<file path="src/rtl/product_accumulator.sv">
// Accumulates a frame of 6x6 multiplier products into an ACC_W-bit sum with a valid/ready handshake on both sides.
// Define PRODUCT_ACCUMULATOR_SATURATE_EN to clamp on overflow instead of wrapping.
module product_accumulator #(
   parameter int LEN   = 8,
   parameter int ACC_W = 16
) (
   input  logic             clk,
   input  logic             rst_n,
   input  logic             clr,
   input  logic             in_valid,
   output logic             in_ready,
   input  logic [11:0]      product,
   input  logic             in_last,
   output logic             out_valid,
   input  logic             out_ready,
   output logic [ACC_W-1:0] acc_out,
   output logic             ovf,
   output logic [7:0]       count
);

   typedef enum logic [1:0] {IDLE, ACCUM, DONE} state_t;

   state_t           state, state_next;
   logic [ACC_W-1:0] acc, acc_next, acc_add;
   logic [7:0]       count_next, count_inc;
   logic             ovf_next;
   logic [ACC_W:0]   sum;
   logic             in_xfer, out_xfer;

   // Handshake outputs depend on state alone, so neither ready nor valid loops back combinationally.
   assign in_ready  = (state != DONE);
   assign out_valid = (state == DONE);
   assign acc_out   = acc;

   assign in_xfer   = in_valid && in_ready;
   assign out_xfer  = out_valid && out_ready;
   assign count_inc = count + 8'd1;

   // The extra top bit of the sum is the carry that flags overflow.
   always_comb begin
      sum = {1'b0, acc} + (ACC_W+1)'(product);
`ifdef PRODUCT_ACCUMULATOR_SATURATE_EN
      acc_add = sum[ACC_W] ? {ACC_W{1'b1}} : sum[ACC_W-1:0];
`else
      acc_add = sum[ACC_W-1:0];
`endif
   end

   always_comb begin
      state_next = state;
      acc_next   = acc;
      count_next = count;
      ovf_next   = ovf;
      case (state)
         IDLE: begin
            if (in_xfer) begin
               acc_next   = ACC_W'(product);
               count_next = 8'd1;
               ovf_next   = 1'b0;
               state_next = ((LEN == 1) || in_last) ? DONE : ACCUM;
            end
         end
         ACCUM: begin
            if (in_xfer) begin
               acc_next   = acc_add;
               count_next = count_inc;
               ovf_next   = ovf | sum[ACC_W];
               if ((count_inc == 8'(LEN)) || in_last)
                  state_next = DONE;
            end
         end
         DONE: begin
            if (out_xfer) begin
               state_next = IDLE;
               acc_next   = '0;
               count_next = 8'd0;
               ovf_next   = 1'b0;
            end
         end
         default: state_next = IDLE;
      endcase
      // Abort wins over any transfer landing on the same edge.
      if (clr) begin
         state_next = IDLE;
         acc_next   = '0;
         count_next = 8'd0;
         ovf_next   = 1'b0;
      end
   end

   always_ff @(posedge clk or negedge rst_n) begin
      if (!rst_n) begin
         state <= IDLE;
         acc   <= '0;
         count <= 8'd0;
         ovf   <= 1'b0;
      end else begin
         state <= state_next;
         acc   <= acc_next;
         count <= count_next;
         ovf   <= ovf_next;
      end
   end

endmodule

</file>
<file path="config.mk">
export PLATFORM = sky130hd
export DESIGN_NAME = product_accumulator
export DESIGN_NICKNAME = d
export VERILOG_FILES = /design/src/rtl/product_accumulator.sv
export SDC_FILE = /design/constraint.sdc
export NUM_CORES = 1
export LEC_CHECK = 0
export ABC_AREA = 1
export ABC_CLOCK_PERIOD_IN_PS = 4800
export BUFFER_PORTS_ARGS = -buffer_cell sky130_fd_sc_hd__buf_2
export CORE_ASPECT_RATIO = 0.8
export CORE_UTILIZATION = 45
export CTS_CLUSTER_SIZE = 8
export DETAILED_ROUTE_END_ITERATION = 8
export PLACE_DENSITY_LB_ADDON = 0.1
export SLEW_MARGIN = 10
export SYNTH_ARGS = -nofsm -noshare
export SYNTH_HDL_FRONTEND = slang
export SYNTH_SLANG_ARGS = --single-unit
export TNS_END_PERCENT = 50
</file>
<file path="constraint.sdc">
create_clock -name clk -period 4.8 [get_ports clk]
set_input_delay 0.24 -clock clk [delete_from_list [all_inputs] [get_ports clk]]
set_output_delay 0.24 -clock clk [all_outputs]
set_load 0.01 [all_outputs]
</file>
==> results.md <==
- Top cell family by delay on the critical path: simple AND/OR/NAND/NOR gates
- Crit path arrival time: 2.27 ns
- Max VDD drop: 0.4212 mV
- Syn Inst Count: 351
- Area fraction in compound gates after synthesis: 0.1079
- H-tree levels: 1
- WP data required: 5.01 ns
- Vias per std cell: 4.972
- Die H: 65.73 microns
- Nets: 434
- Post-synth top cells: nand2_1 (137), inv_1 (43), nor2_1 (35)
- Outcome: finished clean
- Critical Path Max Stage Delay: 0.38 ns
- Worst slew pin tran: 0.6343 ns
- Post-Syn Area: 0.002285 sq mm
- Comb pwr share: 0.639
- Clock Skews: 0.006008 ns
- Synth Area in Adders: 0.1019
- CORE AREA: 0.004735 sq mm
- Clock sink total: 27
- WP buf/inv: 2
- Final-report setup violation count: 0
- Dpl cell area: 0.002560 sq mm
- Fin area: 0.002615 sq mm
- Routed met1 length: 3106 microns
- Number of synthesized flops with an enable pin: 0
- Post-place setup slack: 2.780 ns
- Synth Area in Simple Gates: 0.4014
- Sequential fraction of the synthesis area: 0.2957
- CTS Buf Count: 3
- Grt ovf: 0
- Worst hold margin: 0.2461 ns
- Worst r2r src: acc_out[0]
- Drt drc: 0
- IO Pins: 45
- Seq cells post-synth: 27
- Top cell type's share of synthesized area: 0.2957
- Initial core utilization: 0.4826
- Setup ws final: 2.735 ns
- Crit Path Max Fanout: 5
- First-pass GRT wire length: 9508 microns
- GPL Wtd Cong: 0.9323
- Post-CTS Setup Bufs: 0
- Final Hold Vio Count: 0
- Layout area overhead: 14.46%
- Clock-pin slew on the worst setup and hold paths: 0.10 ns
- Final period util: 0.4302
- TNS Setup: 0 ns
- Static Leak: 0.001476 uW
- Internal power: 633.5 uW
- Clock Latency Late Sink: 0.28 ns
- Mean Syn Cell Area: 6.509 sq um
- Cell Chain, Critical Path: ha_1 -> inv_1 -> fa_1 -> inv_1 -> nand3_1 -> nand3_1 -> nand2_1 -> nand2_1 -> nand2_1 -> nand2_1 -> nand3_1 -> a21oi_1
- Top sig layer: met4
- RSZ-0062 raised after global routing: false
- TritonCTS clock tree: done
- Syn nets: 387
- Critical path class: flop to flop
- PortBufs: 44
- Top cells by area, synth: dfrtp_1 (30%), nand2_1 (23%), ha_1 (9.3%), nand3_1 (7.2%), inv_1 (7.1%)
- Max-cap violations: 0
- FF-to-FF setup slack: 2.73 ns
- FFs w/ async S/R, synth: 1.000
- Critical-path top delay cell: fa_1
- Fillcell total: 501
- R2R depth: 12
- Largest family of logic cells by synthesized area: simple AND/OR/NAND/NOR gates
- WL met3: 251 microns
- Drt initial violations: 177
- Clock share of power: 0.101
- Max_slew headroom: 0.5771
- Dominant synthesized flop cell: dfrtp_1
- PD cells: 512.4 mW/mm^2
- Stages on the worst setup path: 12
- Crit path top cell by count: nand2_1
- Share of cells above drive strength 1: 0.1511
- Die width: 81.67 microns
- Type of origin of the critical path: flop
- Critical path origin: acc_out[0]
- Drt pass-1 iters: 4
- Final wirelength: 5560 microns
- Sw frac: 0.5272
- Routed Antenna Nets: 0
- Clk buf depth: 2
- Post-cts sizing count: 0
- Multi-input gate area: 0.001405 sq mm
- Fin crit period: 2.065 ns
- Synth warnings: 0
- Drt wl/cell: 12.17 microns
- Initial antenna violation count: 0
- Most common cell in the netlist: nand2_1
- Largest net degree at the start of global routing: 28
- CP Capture Point: ovf
- XOR/XNOR share of the synthesized area: 0.003834
- Final Slew Violations: 0
- Routed via count: 2272
- Total track usage: 0.2302
- Die ar.: 0.005368 sq mm
- Post-synth top area cell: dfrtp_1
- Vias in the first global route: 2043
- # diodes: 0
- DR WL met2: 2175 microns
- Rows: 22
- Net Sw Power: 706.5 uW
- Final HPWL DP: 4274 microns
- End of the worst register-to-register path: ovf
- Area taken by flip-flops and latches: 675.6 sq um
- HP Class: primary input to flop
- Mux contribution to synthesized area: 0
- CP endpoint kind: flop
- Max Freq: 0.4843 GHz
- Sequential share of power: 0.260
- Root Driver: clkbuf_8
- Netlist cell types: 32
[power groups by stage]
stage          logic, uW  registers [uW]  clock network, uW
2_1_floorplan        606             370                  0
3_3_place_gp         842             350                  0
3_5_place_dp         847             352                  0
4_1_cts              854             348                141
5_1_grt              981             359                150
6_report             856             348                136
[cell families after synthesis]
| family | count (synthesis) |
|---|---|
| adder cells (fa/ha/maj) | 18 |
| XOR/XNOR | 1 |
| AND/OR/NAND/NOR | 216 |
| flip-flops | 27 |
| buffers and inverters | 50 |
| AO/OA/AOI/OAI | 39 |
[worst min-delay path, delay by kind of cell]
| family | cells | cell delay [ns] |
|---|---|---|
| and+or+nand+nor | 2 | 0.15 |
| buffers and inverters | 1 | 0.10 |
[how the worst min path moves through the flow]
stage / slack, ns / to / cells after the start / from
finish: 0.25 / acc_out[0] / 3 / product[0]
floorplan: -0.06 / acc_out[0] / 0 / rst_n
global placement: 0.30 / acc_out[8] / 1 / rst_n
global route: 0.25 / acc_out[0] / 3 / product[0]
CTS: 0.25 / acc_out[0] / 3 / product[0]
detailed placement: 0.31 / acc_out[8] / 1 / rst_n
[through the flow]
stage | power (uW) | util | cells
6_report | 1340 | 0.5523 | 457
3_5_place_dp | 1200 | 0.5407 | 452
3_3_place_gp | 1192 | 0.5407 | 452
5_1_grt | 1490 | 0.5523 | 457
2_1_floorplan | 976.7 | - | 351
4_1_cts | 1343 | 0.5523 | 457
[flip-flops by register name, indices dropped and copies added, names as in the netlist]
register  flops
state         2
acc_out      16
ovf           1
count         8
[layer usage]
layer  vias to the layer above  GRT usage
li1                       1216          -
met1                      1002     0.3582
met2                        52     0.3406
met3                         2    0.03333
met4                         0    0.02632
met5                         -          0
[what timing repair did]
action | in CTS | in global routing
hold endpoints to repair | 10 | 0
hold buffers | 1 | 0
endpoints found under the setup margin | 0 | 0
[area by class of cell]
| type | count | area share |
|---|---|---|
| Clock buffer | 4 | 0.01722 |
| Timing Repair Buffer | 45 | 0.08804 |
| Tap cell | 60 | 0.02871 |
| Multi-Input combinational cell | 274 | 0.5373 |
| Sequential cell | 27 | 0.2584 |
| Inverter | 47 | 0.07033 |
[cell usage in the layout (no fill, tap or decap), types with 2 or more instances in the layout]
cell        n
nand2_1   137
buf_2      44
inv_1      43
nor2_1     35
nand3_1    33
dfrtp_1    27
ha_1       17
a21oi_1    13
o21ai_0    12
a22o_1      4
nand4_1     3
o22ai_2     3
clkbuf_8    3
nand3_2     2
nor3_1      2
a21o_1      2
Power figures use the tool's default switching activity.
